$ cat src/rtl/gcd_stein_if.sv
// Request/response bundle for the gcd_stein accelerator.
// bus.o_cycles exists only when GCD_CYCLES_EN is defined.
interface gcd_stein_if #(
  parameter int WIDTH = 32
);
  logic             i_start;
  logic [WIDTH-1:0] i_a;
  logic [WIDTH-1:0] i_b;
  logic             o_busy;
  logic             o_valid;
  logic [WIDTH-1:0] o_result;
  logic             o_coprime;
`ifdef GCD_CYCLES_EN
  logic [WIDTH-1:0] o_cycles;
`endif

  modport master (
    output i_start, i_a, i_b,
    input  o_busy, o_valid, o_result, o_coprime
`ifdef GCD_CYCLES_EN
    , o_cycles
`endif
  );

  modport slave (
    input  i_start, i_a, i_b,
    output o_busy, o_valid, o_result, o_coprime
`ifdef GCD_CYCLES_EN
    , o_cycles
`endif
  );
endinterface

$ cat src/rtl/gcd_stein.sv
// Iterative binary (Stein) GCD unit with start/busy/valid handshake.
// Define GCD_CYCLES_EN to expose the per-request step counter on bus.o_cycles.
//
// state | meaning
// IDLE  | waiting for start; result/valid of last request held
// CALC  | one Stein reduction step per cycle
// DONE  | result captured; valid rises on the transition back to IDLE
module gcd_stein #(
  parameter int WIDTH = 32
) (
  input logic       clk,
  input logic       reset,
  gcd_stein_if.slave bus
);

  localparam int KW = $clog2(WIDTH) + 1;

  typedef enum logic [1:0] {
    S_IDLE = 2'd0,
    S_CALC = 2'd1,
    S_DONE = 2'd2
  } state_t;

  state_t           r_state;
  state_t           w_next_state;
  logic             w_busy;

  logic [WIDTH-1:0] r_x;
  logic [WIDTH-1:0] r_y;
  logic [KW-1:0]    r_k;
  logic [WIDTH-1:0] r_result;
  logic             r_valid;

  logic             w_accept;
  logic             w_x_zero;
  logic             w_y_zero;
  logic             w_x_even;
  logic             w_y_even;
  logic             w_x_ge_y;
  logic [WIDTH-1:0] w_x_minus_y;
  logic [WIDTH-1:0] w_y_minus_x;

  assign w_accept    = (r_state == S_IDLE) && bus.i_start;
  assign w_x_zero    = (r_x == '0);
  assign w_y_zero    = (r_y == '0);
  assign w_x_even    = ~r_x[0];
  assign w_y_even    = ~r_y[0];
  assign w_x_ge_y    = (r_x >= r_y);
  assign w_x_minus_y = r_x - r_y;
  assign w_y_minus_x = r_y - r_x;

  always_ff @(posedge clk or posedge reset) begin
    if (reset) r_state <= S_IDLE;
    else       r_state <= w_next_state;
  end

  always_comb begin
    w_next_state = r_state;
    case (r_state)
      S_IDLE:  if (bus.i_start) w_next_state = S_CALC;
      S_CALC:  if (w_x_zero || w_y_zero) w_next_state = S_DONE;
      S_DONE:  w_next_state = S_IDLE;
      default: w_next_state = S_IDLE;
    endcase
  end

  // DONE still counts as busy so a start coinciding with the return to IDLE is dropped.
  always_comb begin
    w_busy = (r_state != S_IDLE);
  end

  always_ff @(posedge clk or posedge reset) begin
    if (reset) begin
      r_x      <= '0;
      r_y      <= '0;
      r_k      <= '0;
      r_result <= '0;
      r_valid  <= 1'b0;
    end else begin
      case (r_state)
        S_IDLE: begin
          if (bus.i_start) begin
            r_x     <= bus.i_a;
            r_y     <= bus.i_b;
            r_k     <= '0;
            r_valid <= 1'b0;
          end
        end
        S_CALC: begin
          // gcd <= max(A,B), so the final shift by k cannot overflow.
          if (w_x_zero) begin
            r_result <= r_y << r_k;
          end else if (w_y_zero) begin
            r_result <= r_x << r_k;
          end else if (w_x_even && w_y_even) begin
            r_x <= r_x >> 1;
            r_y <= r_y >> 1;
            r_k <= r_k + KW'(1);
          end else if (w_x_even) begin
            r_x <= r_x >> 1;
          end else if (w_y_even) begin
            r_y <= r_y >> 1;
          end else if (w_x_ge_y) begin
            r_x <= w_x_minus_y >> 1;
          end else begin
            r_y <= w_y_minus_x >> 1;
          end
        end
        S_DONE: begin
          r_valid <= 1'b1;
        end
        default: ;
      endcase
    end
  end

`ifdef GCD_CYCLES_EN
  logic [WIDTH-1:0] r_cycles;

  always_ff @(posedge clk or posedge reset) begin
    if (reset)                  r_cycles <= '0;
    else if (w_accept)          r_cycles <= '0;
    else if (r_state == S_CALC) r_cycles <= r_cycles + WIDTH'(1);
  end

  assign bus.o_cycles = r_cycles;
`endif

  assign bus.o_busy    = w_busy;
  assign bus.o_valid   = r_valid;
  assign bus.o_result  = r_result;
  assign bus.o_coprime = r_valid && (r_result == WIDTH'(1));

endmodule

$ cat src/flat_wrapper.sv
// flat-port wrapper written by rule: the top's interface ports become plain ports
module gcd_stein_flat 
#(
  parameter int WIDTH = 32
)
  (clk, reset, bus_i_start, bus_i_a, bus_i_b, bus_o_busy, bus_o_valid, bus_o_result, bus_o_coprime);
  gcd_stein_if #(.WIDTH(WIDTH)) bus_i ();
  input logic clk;
  input logic reset;
  input wire logic [$bits(bus_i.i_start)-1:0] bus_i_start;
  input wire logic [$bits(bus_i.i_a)-1:0] bus_i_a;
  input wire logic [$bits(bus_i.i_b)-1:0] bus_i_b;
  output wire logic [$bits(bus_i.o_busy)-1:0] bus_o_busy;
  output wire logic [$bits(bus_i.o_valid)-1:0] bus_o_valid;
  output wire logic [$bits(bus_i.o_result)-1:0] bus_o_result;
  output wire logic [$bits(bus_i.o_coprime)-1:0] bus_o_coprime;
  assign bus_i.i_start = bus_i_start;
  assign bus_i.i_a = bus_i_a;
  assign bus_i.i_b = bus_i_b;
  assign bus_o_busy = bus_i.o_busy;
  assign bus_o_valid = bus_i.o_valid;
  assign bus_o_result = bus_i.o_result;
  assign bus_o_coprime = bus_i.o_coprime;
  gcd_stein #(.WIDTH(WIDTH)) u_core (.clk(clk), .reset(reset), .bus(bus_i));
endmodule
$ cat config.mk
export PLATFORM = sky130hd
export DESIGN_NAME = gcd_stein_flat
export DESIGN_NICKNAME = d
export VERILOG_FILES = /design/src/rtl/gcd_stein_if.sv /design/src/rtl/gcd_stein.sv /design/src/flat_wrapper.sv
export SDC_FILE = /design/constraint.sdc
export NUM_CORES = 1
export LEC_CHECK = 0
export BUFFER_PORTS_ARGS = -buffer_cell sky130_fd_sc_hd__buf_2
export CORE_ASPECT_RATIO = 0.7
export CORE_UTILIZATION = 25
export CTS_BUF_LIST = sky130_fd_sc_hd__clkbuf_4 sky130_fd_sc_hd__clkbuf_8 sky130_fd_sc_hd__clkbuf_16
export CTS_CLUSTER_DIAMETER = 200
export DETAILED_ROUTE_END_ITERATION = 16
export PLACE_DENSITY = 0.41
export SLEW_MARGIN = 10
export SYNTH_ARGS = -nofsm -noshare
export SYNTH_HDL_FRONTEND = slang
export SYNTH_SLANG_ARGS = --single-unit
$ cat constraint.sdc
create_clock -name clk -period 4.8 [get_ports clk]
set_input_delay 0.24 -clock clk [delete_from_list [all_inputs] [get_ports clk]]
set_output_delay 0.24 -clock clk [all_outputs]
set_load 0.005 [all_outputs]
# --- Yosys cells after proc, flatten, opt, wreduce, memory -nomap -nowiden ---
# Cells that the tools add are included.
word_totals:
  register_bits: 105
  in_bits: 67
op_classes:
  addsub: 3
  n_lt_le_gt_ge: 1
  n_eq_ne: 12
  n_shift: 2
  n_mux: 28
  n_bitwise: 2
  n_reduce_logical: 18
op_table:
  columns: ["op", "count"]
  rows:
  - ["32-bit two-way mux", 16]
  - ["32-bit one-hot mux with 2 select lines", 2]
  - ["32-bit logical NOT", 2]
  - ["32-bit by 6-bit << shifter with 32-bit output", 2]
  - ["32-bit subtractor", 2]
  - ["32-bit by 1-bit equality test with 1-bit output, second input constant", 1]
  - ["32-bit greater-or-equal comparator", 1]
  - ["6-bit two-way mux", 4]
  - ["4-bit != test, second input constant", 3]
  - ["6-bit one-hot mux with 2 select lines", 1]
  - ["6-bit AND reduction", 2]
  - ["5-bit AND reduction", 2]
  - ["2-bit nonzero test", 4]
  - ["6-bit by 1-bit adder with 6-bit output, second input constant", 1]
  - ["2-bit != test, second input constant", 3]
  - ["2-bit AND reduction", 3]
  - ["2-bit two-way mux", 2]
  - ["2-bit by 1-bit != test with 1-bit output, second input constant", 2]
  - ["2-bit one-hot mux with 2 select lines", 1]
  - ["4-bit AND reduction", 1]
  - ["3-bit by 1-bit != test with 1-bit output, second input constant", 1]
  - ["2-bit by 1-bit equality test with 1-bit output, second input constant", 1]
  - ["2-bit equality test, second input constant", 1]
  - ["1-bit logical AND", 2]
  - ["5 further kinds", 6]

# --- Logic depth before layout (Yosys ltp) ---
# Gate-level depths: netlist (run 1).
logic_depth:
  depth_word: 8
  depth_mapped: 15
  depth_no_buf: 13

# --- Worst setup path after synthesis (run 1) ---
# No wires, ideal clock.
synth_path:
  path_type: "register to register"
  startpoint: "register u_core.r_x[0]"
  endpoint: "register u_core.r_x[0]"
  setup_time_ns: 0.124
  arrival_time_ns: 3.047
  required_time_ns: 4.676
  path_slack_ns: 1.629
  path_stages_with_launch: 14
  cell_sequence: "dfrtp_1 > inv_1 > ha_1 > fa_1 > nor2b_1 > o21ai_1 > a211o_1 > and2_2 > a211oi_1 > o31ai_1 > a211oi_2 > buf_2 > a221oi_1 > a211o_1"
synth_between:
  elab_chain_len: 8
  word_cells_on_any_way: 14
  cone_classes: "add/sub (1); order compare (1); eq/ne (1); mux (7); bitwise (1); reduce/logical (3)"
synth_lines:
  columns: ["element", "line_no", "source"]
  rows:
  - ["from (decl)", "gcd_stein.sv:28", "logic [WIDTH-1:0] r_x;"]
  - ["from (signal assigned)", "gcd_stein.sv:83", "r_x <= bus.i_a;"]
  - ["from (signal assigned)", "gcd_stein.sv:96", "r_x <= r_x >> 1;"]
  - ["from (signal assigned)", "gcd_stein.sv:100", "r_x <= r_x >> 1;"]
  - ["32-bit subtractor / 32-bit greater-or-equal comparator (equally long branches)", "gcd_stein.sv:49, gcd_stein.sv:48", null]
  - ["32-bit two-way mux", "gcd_stein.sv:103", "end else if (w_x_ge_y) begin"]
  - ["32-bit two-way mux", "gcd_stein.sv:101", "end else if (w_y_even) begin"]
  - ["32-bit two-way mux", "gcd_stein.sv:99", "end else if (w_x_even) begin"]
  - ["32-bit two-way mux", "gcd_stein.sv:95", "end else if (w_x_even && w_y_even) begin"]
  - ["32-bit two-way mux", "gcd_stein.sv:93", "end else if (w_y_zero) begin"]
  - ["32-bit two-way mux", "gcd_stein.sv:91", "if (w_x_zero) begin"]
  - ["32-bit one-hot mux with 2 select lines", "gcd_stein.sv:80", "case (r_state)"]
# Several ways; a longest one is shown, not always the timed one. The select of a mux whose other input is x is not followed.
# A chain may end at the register's enable or synchronous reset.

# --- Worst setup path after layout (run 1) ---
layout_path:
  startpoint: "register u_core.r_x[22]"
  endpoint: "register u_core.r_y[30]"
layout_between:
  elab_chain_len: 8
  word_cells_on_any_way: 13
  cone_classes: "add/sub (1); order compare (1); eq/ne (2); mux (7); reduce/logical (2)"
layout_lines:
  columns: ["element", "line_no", "source"]
  rows:
  - ["32-bit subtractor", "gcd_stein.sv:50", "assign w_y_minus_x = r_y - r_x;"]
  - ["32-bit two-way mux", "gcd_stein.sv:103", null]
  - ["32-bit two-way mux", "gcd_stein.sv:101", null]
  - ["32-bit two-way mux", "gcd_stein.sv:99", null]
  - ["32-bit two-way mux", "gcd_stein.sv:95", null]
  - ["32-bit two-way mux", "gcd_stein.sv:93", null]
  - ["32-bit two-way mux", "gcd_stein.sv:91", null]
  - ["32-bit one-hot mux with 2 select lines", "gcd_stein.sv:80", null]
  - ["to (signal assigned)", "gcd_stein.sv:84", "r_y <= bus.i_b;"]
  - ["to (signal assigned)", "gcd_stein.sv:97", "r_y <= r_y >> 1;"]
  - ["to (signal assigned)", "gcd_stein.sv:102", "r_y <= r_y >> 1;"]
  - ["to (decl)", "gcd_stein.sv:29", "logic [WIDTH-1:0] r_y;"]
# Several ways; a longest one is shown, not always the timed one. The select of a mux whose other input is x is not followed.

==> summary.txt, run 1 <==
Detailed routing
  – # DRC: 0
  – Total wire length: 42.83 mm
  – Drt via density: 5.398
  – DR pass1 iterations: 5
  – Detailed router's first-iteration violation count: 1,113
  – DR vias: 10,316
  – Routed len/inst: 22.41 µm
  – Antenna viol nets, final: 0

Placement
  – RD Place Congestion: 0.9386
  – DP HPWL: 32.63 mm
  – Port Buf Inserts: 101

Timing
  – Finish-stage setup viols: 0
  – Max Fclk: 238.7 MHz
  – Max Slew Vio Count: 0
  – Slew @ Worst Pin: 1.046 ns
  – Final hold violation count: 0
  – Hold WS: 0.1274 ns
  – Clock skew: 0.01575 ns
  – Crit path time final: 4.189 ns
  – Final Cycle Share: 87.26%
  – Worst relative slew slack: 30.25%
  – Setup TNS: 0 ns
  – RSZ-0062 raised after global routing: no

GRT
  – Overall Global Routing Usage: 20.40%
  – Total congestion overflow: 0
  – Initial antenna violation count: 0
  – Pin count of the biggest net entering global routing: 73
  – First-pass GRT wire length: 64.58 mm
  – Vias in the first global route: 9,837

Setup path
  – CP max FO: 35
  – Crit end category: flop
  – WP depth: 11
  – Worst Path Required: 5.08 ns
  – Cell at the slowest stage of the critical path: nor2b_1
  – Critical path buffer and inverter count: 2
  – Worst reg2reg startpoint: u_core.r_x[22]$_DFFE_PP0P_
  – Crit path from: u_core.r_x[22]$_DFFE_PP0P_
  – Critical R2R Capture: u_core.r_y[30]$_DFFE_PP0P_
  – Reg-to-reg setup timing slack: 0.61 ns
  – Arrival @ worst endpoint: 4.47 ns
  – Cell family with most CP delay: simple AND/OR/NAND/NOR gates
  – Worst Setup Start Kind: flop
  – CP max stage delay: 0.63 ns
  – Worst reg-to-reg path cell count: 11
  – CP Cell Sequence: nor4_1 > and4_1 > and2_4 > o21bai_1 > or2_1 > nor2b_1 > inv_2 > nand2_2 > buf_4 > a211oi_1 > a221oi_1
  – Crit Path Class: flop to flop
  – Critical path capture point: u_core.r_y[30]$_DFFE_PP0P_

Yosys
  – Post-Syn Nets: 1,445
  – Syn Area/Cell: 7.915 µm²
  – Synth Warn #: 0
  – Synth Flop Type: dfrtp_1
  – Seq/Total Area, Yosys: 25.34%
  – Mapped Area: 10,370 µm²
  – EDFF count, synth: 0
  – Post-Syn Instances: 1,310
  – Asr flop ratio synth: 100.0%
  – Yosys reg bits: 105
  – Netlist cell types: 77

Floorplan
  – Starting Density: 25.31%
  – Die H: 172.4 µm
  – DIE WIDTH: 245.4 µm
  – Core Rows: 62
  – Boundary pin count: 102
  – Area of the die: 42,310 µm²
  – Core ar.: 40,960 µm²

Clock tree
  – Setup Buffers After CTS: 0
  – Later-pin clock latency in the skew report: 0.39 ns
  – Clk slew on worst S/H paths: 0.08 ns
  – H-tree depth: 3
  – CTS tree: yes
  – Num CTS Buffers: 9
  – CTS Buffer Depth: 2
  – CTS sink count: 105
  – Root Buffer: clkbuf_16
  – # resized after CTS: 0

Run status
  – Outcome: completed

Finish
  – Syn-to-layout area delta: 13.06%
  – Commonest non-fill, non-tap cell in the layout: nand2_1
  – Fin nets: 1,496
  – Most frequent cells in the layout: 151 x nand2_1, 128 x o21ai_0, 113 x a21oi_1, 105 x dfrtp_1, 101 x buf_2
  – Share of layout cells above drive strength 1: 15.74%

Job
  – Max Cap Viol: 0

Hold path
  – Hold/Removal Path Class: input port to flop
## cells by family after synthesis
| kind of cell | share of synthesized area [%] |
|---|---|
| AND/OR/NAND/NOR | 16.25 |
| XOR/XNOR | 5.322 |
| AO/OA/AOI/OAI | 29.12 |
| multiplexers | 8.133 |
| buffers and inverters | 7.482 |
| adder cells (fa/ha/maj) | 8.350 |
| flip-flops | 25.34 |
## routing by layer
metal	vias up	global-route usage [%]	share of wire, %
met5	-	0	0
met4	0	4.510	1.5
met3	31	3.352	5.6
li1	4862	-	-
met2	309	28.52	40
met1	5114	31.81	53
## area by class of cell
| cell class | instances | area, µm² |
|---|---|---|
| diodes | 1 | 2.502 |
| clock buffers | 10 | 239.0 |
| clock inverters | 6 | 70.07 |
| fillers | 4506 | 29240 |
| inverters | 90 | 340.3 |
| multi-input cells | 1021 | 6994 |
| flip-flops and latches | 105 | 2628 |
| well taps | 544 | 680.7 |
| repair buffers | 134 | 768.2 |
## per-stage QoR
stage                     utilization (%)  std cells  setup WS, ns  instance area, µm²
after floorplan                         -       1310         1.629               10370
after global placement              27.83       1893        0.6554               11400
after detailed placement            27.83       1893        0.7039               11400
after CTS                           28.61       1910        0.6691               11720
after global routing                28.61       1910        0.4354               11720
final                               28.62       1911        0.6114               11720
## timing repair
| item | in CTS | in global routing |
|---|---|---|
| hold buffers | 1 | 0 |
| endpoints found under the setup margin | 0 | 0 |
| endpoints found under the hold margin | 49 | 0 |
## worst min path at each step
stage	start	endpoint	slack [ns]	cells after the start
finish	bus_i_a[31]	u_core.r_x[31]$_DFFE_PP0P_	0.13	3
global route	bus_i_a[31]	u_core.r_x[31]$_DFFE_PP0P_	0.12	3
CTS	bus_i_a[0]	u_core.r_x[0]$_DFFE_PP0P_	0.11	2
detailed placement	reset	u_core.r_y[4]$_DFFE_PP0P_	0.38	2
global placement	reset	u_core.r_y[2]$_DFFE_PP0P_	0.39	2
floorplan	bus_i_a[0]	u_core.r_x[0]$_DFFE_PP0P_	0.36	1
## worst min-delay path, delay by kind of cell
family,cells,cell delay (ns)
and+or+nand+nor,2,0.12
buffers and inverters,1,0.12
## registers in the layout, indices dropped and copies added (netlist names)
register and cells:
u_core.r_state 2, u_core.bus.o_result 32, u_core.r_k 6, u_core.r_y 32, u_core.bus.o_valid 1, u_core.r_x 32
## cell usage after synthesis, drive strengths merged, types with 6 or more instances
master / count / area share, %
mux2i: 31 / 3.0
mux4: 11 / 2.4
and2: 6 / 0.40
o21bai: 9 / 0.65
buf: 39 / 2.2
a211oi: 10 / 0.77
nand3: 8 / 0.39
or3: 7 / 0.42
dfrtp: 105 / 25
clkbuf: 55 / 2.0
o21ai: 131 / 6.4
or2: 10 / 0.60
xnor2: 38 / 3.2
nand2: 155 / 5.7
inv: 90 / 3.3
a31oi: 11 / 0.66
ha: 66 / 8.0
a21oi: 114 / 5.5
xor2: 25 / 2.1
nand2b: 10 / 0.60
a221o: 27 / 2.6
mux2: 25 / 2.8
a21o: 28 / 2.0
a221oi: 26 / 2.2
o31ai: 29 / 2.1
o221ai: 13 / 1.1
o211ai: 11 / 0.84
nor2b: 9 / 0.54
nor2: 95 / 3.5
nor4: 22 / 1.3
nand4: 14 / 0.99
nor3: 15 / 0.72
a22o: 11 / 0.93
Power of run 1 is left out: the tool's default activity adds up to more than one toggle a clock period on the data nets, which glitch-free logic cannot reach.
==> run 2: changes to the inputs <==
--- a/config.mk
+++ b/config.mk
@@ -6,7 +6,7 @@
 export NUM_CORES = 1
 export LEC_CHECK = 0
 export BUFFER_PORTS_ARGS = -buffer_cell sky130_fd_sc_hd__buf_2
-export CORE_ASPECT_RATIO = 0.7
+export CORE_ASPECT_RATIO = 1.2
 export CORE_UTILIZATION = 25
 export CTS_BUF_LIST = sky130_fd_sc_hd__clkbuf_4 sky130_fd_sc_hd__clkbuf_8 sky130_fd_sc_hd__clkbuf_16
 export CTS_CLUSTER_DIAMETER = 200
==> constraint.sdc (replaced) <==
create_clock -name clk -period 4.2 [get_ports clk]
set_input_delay 0.21 -clock clk [delete_from_list [all_inputs] [get_ports clk]]
set_output_delay 0.21 -clock clk [all_outputs]
set_load 0.005 [all_outputs]
==> summary.txt, run 2 (synthesis gave the netlist of run 1 again) <==
Floorplan
  – DIE WIDTH: 187.9 µm
  – Boundary pin count: 102
  – Core ar.: 40,840 µm²
  – Starting Density: 25.39%
  – Die H: 225.1 µm
  – Core Rows: 81
  – Area of the die: 42,300 µm²

Clock tree
  – # resized after CTS: 0
  – Num CTS Buffers: 9
  – Setup Buffers After CTS: 0
  – Clk slew on worst S/H paths: 0.08 ns
  – H-tree depth: 3
  – CTS tree: yes
  – Root Buffer: clkbuf_16
  – Later-pin clock latency in the skew report: 0.39 ns
  – CTS Buffer Depth: 2
  – CTS sink count: 105
  – Cts hold-fix bufs: 1

Detailed routing
  – Routed len/inst: 21.58 µm
  – Antenna viol nets, final: 0
  – DR pass1 iterations: 5
  – DR vias: 10,249
  – Detailed router's first-iteration violation count: 739
  – # DRC: 0
  – Drt via density: 5.305
  – Total wire length: 41.69 mm

Timing
  – Slew @ Worst Pin: 1.085 ns
  – Max Slew Vio Count: 0
  – Crit path time final: 3.884 ns
  – Worst relative slew slack: 27.64%
  – Setup TNS: 0 ns
  – Max Fclk: 257.5 MHz
  – RSZ-0062 raised after global routing: no
  – Final hold violation count: 0
  – Clock skew: 0.01107 ns
  – Final Cycle Share: 92.47%
  – Finish-stage setup viols: 0

GRT
  – Initial antenna violation count: 0
  – Pin count of the biggest net entering global routing: 73
  – Total congestion overflow: 0
  – First-pass GRT wire length: 65.07 mm
  – Overall Global Routing Usage: 20.13%
  – Vias in the first global route: 10,516

Run status
  – Outcome: completed

Setup path
  – Worst Setup Start Kind: flop
  – Arrival @ worst endpoint: 4.18 ns
  – Reg-to-reg setup timing slack: 0.32 ns
  – Crit Path Class: flop to flop
  – CP max FO: 15
  – Worst Path Required: 4.50 ns
  – CP max stage delay: 0.51 ns
  – Crit end category: flop
  – Cell at the slowest stage of the critical path: o31ai_1
  – CP Cell Sequence: inv_1 > ha_1 > a21oi_1 > nor2_1 > a211oi_1 > and2_2 > a211oi_1 > o31ai_1 > nand2_2 > nor2_4 > a221oi_1 > o31ai_1

Hold path
  – Hold/Removal Path Class: input port to flop

Finish
  – Share of layout cells above drive strength 1: 17.37%
  – Inserted Diodes: 0
  – Commonest non-fill, non-tap cell in the layout: nand2_1
  – Fin nets: 1,523
  – Most frequent cells in the layout: 151 x nand2_1, 128 x o21ai_0, 113 x a21oi_1, 105 x dfrtp_1, 101 x buf_2
  – Syn-to-layout area delta: 15.31%

Job
  – Max Cap Viol: 0

Placement
  – Port Buf Inserts: 101
  – DP HPWL: 32.53 mm
  – RD Place Congestion: 0.9404
[run 2: final timing paths]
check                                                         start                             endpoint  cells after the start
worst min register to register  u_core.bus.o_result[10]$_DFFE_PP0P_  u_core.bus.o_result[10]$_DFFE_PP0P_                      2
worst max-delay path                      u_core.r_y[5]$_DFFE_PP0P_           u_core.r_y[20]$_DFFE_PP0P_                     12
worst min-delay path                                    bus_i_a[31]           u_core.r_x[31]$_DFFE_PP0P_                      3
min in group asynchronous                                     reset   u_core.bus.o_result[8]$_DFFE_PP0P_                      3
worst max register to register            u_core.r_y[5]$_DFFE_PP0P_           u_core.r_y[20]$_DFFE_PP0P_                     12
max in group asynchronous                                     reset           u_core.r_x[23]$_DFFE_PP0P_                      4
[run 2: metal layers]
metal  vias up  part of all wire [%]  track usage (%)
met1      5039                    44            25.12
met3        46                   2.7            1.682
met2       255                    51            36.63
li1       4909                     -                -
met5         -                     0                0
met4         0                   2.1            5.875
[run 2: layout make-up]
cell class / count / area [µm²]
Sequential cell: 105 / 2628
Multi-Input combinational cell: 1021 / 6994
Tap cell: 539 / 674.4
Fill cell: 4474 / 28890
Clock inverter: 7 / 123.9
Clock buffer: 9 / 225.2
Inverter: 90 / 340.3
Timing Repair Buffer: 161 / 970.9
[run 2: critical path: cells and delay by family, from the launching register on]
kind	cells	cell delay (ns)
adder cells (fa/ha/maj)	1	0.45
buffers and inverters	1	0.10
flip-flops	1	0.45
AO/OA/AOI/OAI	6	1.62
AND/OR/NAND/NOR	4	1.18
[run 2: per-stage QoR]
step	cell area, µm²	instances	utilization (%)	hold WS [ns]	setup slack, ns
after floorplan	10370	1310	-	0.3345	1.029
after global placement	11600	1915	28.40	0.2177	0.4052
after detailed placement	11600	1915	28.40	0.2176	0.3525
after CTS	11960	1932	29.27	0.04629	0.3183
after global routing	11960	1932	29.27	0.08495	0.006522
final	11960	1932	29.27	0.05620	0.3165
Power of run 2 is left out for the same reason.
==> run 3: changes to the inputs <==
--- a/config.mk
+++ b/config.mk
@@ -7,6 +7,7 @@
 export LEC_CHECK = 0
 export BUFFER_PORTS_ARGS = -buffer_cell sky130_fd_sc_hd__buf_2
 export CORE_ASPECT_RATIO = 1.2
+export CORE_MARGIN = 2
 export CORE_UTILIZATION = 25
 export CTS_BUF_LIST = sky130_fd_sc_hd__clkbuf_4 sky130_fd_sc_hd__clkbuf_8 sky130_fd_sc_hd__clkbuf_16
 export CTS_CLUSTER_DIAMETER = 200
==> summary.txt, run 3 (synthesis gave the netlist of run 1 again) <==
Finish
  – Inserted Diodes: 0
  – Most frequent cells in the layout: 151 x nand2_1, 128 x o21ai_0, 113 x a21oi_1, 105 x dfrtp_1, 101 x buf_2
  – Fin nets: 1,520
  – Area of the multi-input gates: 6994 µm²
  – Post-route cell area: 11,910 µm²
  – Share of layout cells above drive strength 1: 17.19%
  – Register area: 2628 µm²
  – Commonest non-fill, non-tap cell in the layout: nand2_1
  – Syn-to-layout area delta: 14.87%
  – Filler instances: 4,432

Timing
  – RSZ-0062 raised after global routing: no
  – Max Slew Vio Count: 0
  – Max Fclk: 262.3 MHz
  – Worst relative slew slack: 28.70%
  – Clock skew: 0.02096 ns
  – Final Cycle Share: 90.76%
  – Final worst setup slack: 0.3879 ns
  – Crit path time final: 3.812 ns
  – Finish-stage setup viols: 0
  – Final hold violation count: 0
  – Slew @ Worst Pin: 1.069 ns
  – Setup TNS: 0 ns

Hold path
  – Worst Hold Path Cells: 3
  – Hold/Removal Path Class: input port to flop
  – WHS Endpoint: u_core.r_y[31]$_DFFE_PP0P_
  – Hold Path Origin: bus_i_b[31]

Placement
  – Port Buf Inserts: 101
  – RD Place Congestion: 0.8940
  – DP HPWL: 32.38 mm
  – Placed instance area: 11,580 µm²
  – Setup WS pre-CTS: 0.3194 ns

Floorplan
  – Starting Density: 25.39%
  – Core ar.: 40,840 µm²
  – DIE WIDTH: 189.9 µm
  – Core Rows: 81
  – Boundary pin count: 102
  – Die H: 227.1 µm
  – Area of the die: 43,130 µm²

Detailed routing
  – # DRC: 0
  – Routed len/inst: 21.62 µm
  – Total wire length: 41.71 mm
  – Detailed router's first-iteration violation count: 650
  – DR vias: 10,163
  – Antenna viol nets, final: 0
  – DR pass1 iterations: 5
  – Drt via density: 5.269

Clock tree
  – Root Buffer: clkbuf_16
  – Num CTS Buffers: 9
  – H-tree depth: 3
  – Clk slew on worst S/H paths: 0.08 ns
  – CTS sink count: 105
  – CTS tree: yes
  – Later-pin clock latency in the skew report: 0.41 ns
  – CTS Buffer Depth: 2

Setup path
  – CP Cell Sequence: inv_1 > ha_1 > nand2_1 > nor2_1 > a211oi_1 > and2_2 > a211oi_1 > o31ai_1 > nand2_2 > buf_4 > o31ai_1 > o21ai_0 > o21ai_0
  – Cell at the slowest stage of the critical path: o31ai_1
  – Arrival @ worst endpoint: 4.13 ns
  – Cell family with most CP delay: compound AO/OA/AOI/OAI gates
  – Critical R2R Capture: u_core.r_y[7]$_DFFE_PP0P_
  – CP max stage delay: 0.51 ns
  – Crit Path Class: flop to flop
  – Worst reg-to-reg path cell count: 13
  – Crit end category: flop
  – Reg-to-reg setup timing slack: 0.39 ns
  – Critical path buffer and inverter count: 2
  – Worst Setup Start Kind: flop
  – CP max FO: 12
  – Worst reg2reg startpoint: u_core.r_y[7]$_DFFE_PP0P_
  – Worst Path Required: 4.52 ns

Run status
  – Outcome: completed

GRT
  – Total congestion overflow: 0
  – Overall Global Routing Usage: 19.49%
  – Pin count of the biggest net entering global routing: 73
  – Vias in the first global route: 10,301
  – First-pass GRT wire length: 63.45 mm
  – Initial antenna violation count: 0

Job
  – Max Cap Viol: 0
==> run 3: cell count changes in the layout (fill, tap and decap cells not counted), sizes merged <==
| cell | change |
|---|---|
| buf | -3 |
| bufinv | -2 |
| clkbuf | +1 |
| clkinv | +1 |
| clkinvlp | +2 |
| inv | -2 |
==> run 3: how the worst max path moves through the flow <==
stage	from	end	slack [ns]	cells past startpoint
floorplan	u_core.r_x[0]$_DFFE_PP0P_	u_core.r_x[0]$_DFFE_PP0P_	1.03	13
global placement	u_core.r_y[5]$_DFFE_PP0P_	u_core.r_y[22]$_DFFE_PP0P_	0.32	12
finish	u_core.r_y[7]$_DFFE_PP0P_	u_core.r_y[7]$_DFFE_PP0P_	0.39	13
global route	u_core.r_y[5]$_DFFE_PP0P_	u_core.r_y[12]$_DFFE_PP0P_	0.03	12
CTS	u_core.r_y[7]$_DFFE_PP0P_	u_core.r_y[13]$_DFFE_PP0P_	0.30	12
detailed placement	u_core.r_y[7]$_DFFE_PP0P_	u_core.r_y[22]$_DFFE_PP0P_	0.32	12
==> run 3: layout make-up <==
cell class | count | share of cell area (%)
clock buffers | 10 | 1.954
clock inverters | 6 | 0.5673
inverters | 90 | 2.857
multi-input cells | 1021 | 58.72
flip-flops and latches | 105 | 22.06
well taps | 539 | 5.662
repair buffers | 158 | 8.173
==> run 3: timing repair <==
item / CTS / global route
setup buffers: 0 / 1
resized for setup: 0 / 0
hold buffers: 1 / 0
hold endpoints to repair: 32 / 0
setup endpoints to repair: 0 / 1
==> run 3: worst min-delay path: cells and delay by family <==
family                 cells  cell delay [ns]
buffers and inverters      1             0.10
and+or+nand+nor            2             0.12
==> run 3: stage by stage <==
step | hold slack (ns) | util [%] | std cells
final | 0.07114 | 29.16 | 1929
after global routing | 0.07396 | 29.16 | 1929
after CTS | 0.05808 | 29.11 | 1928
after detailed placement | 0.3040 | 28.35 | 1911
after global placement | 0.3092 | 28.35 | 1911
after floorplan | 0.3345 | - | 1310
==> run 3: layer usage <==
layer  wire [µm]  vias to the layer above  GRT usage [%]
li1            -                     4911              -
met5           0                        -              0
met4        1665                        0          8.577
met1       18240                     4929          23.82
met3        1253                       78          2.436
met2       20560                      245          34.32
Power of run 3 is left out for the same reason.
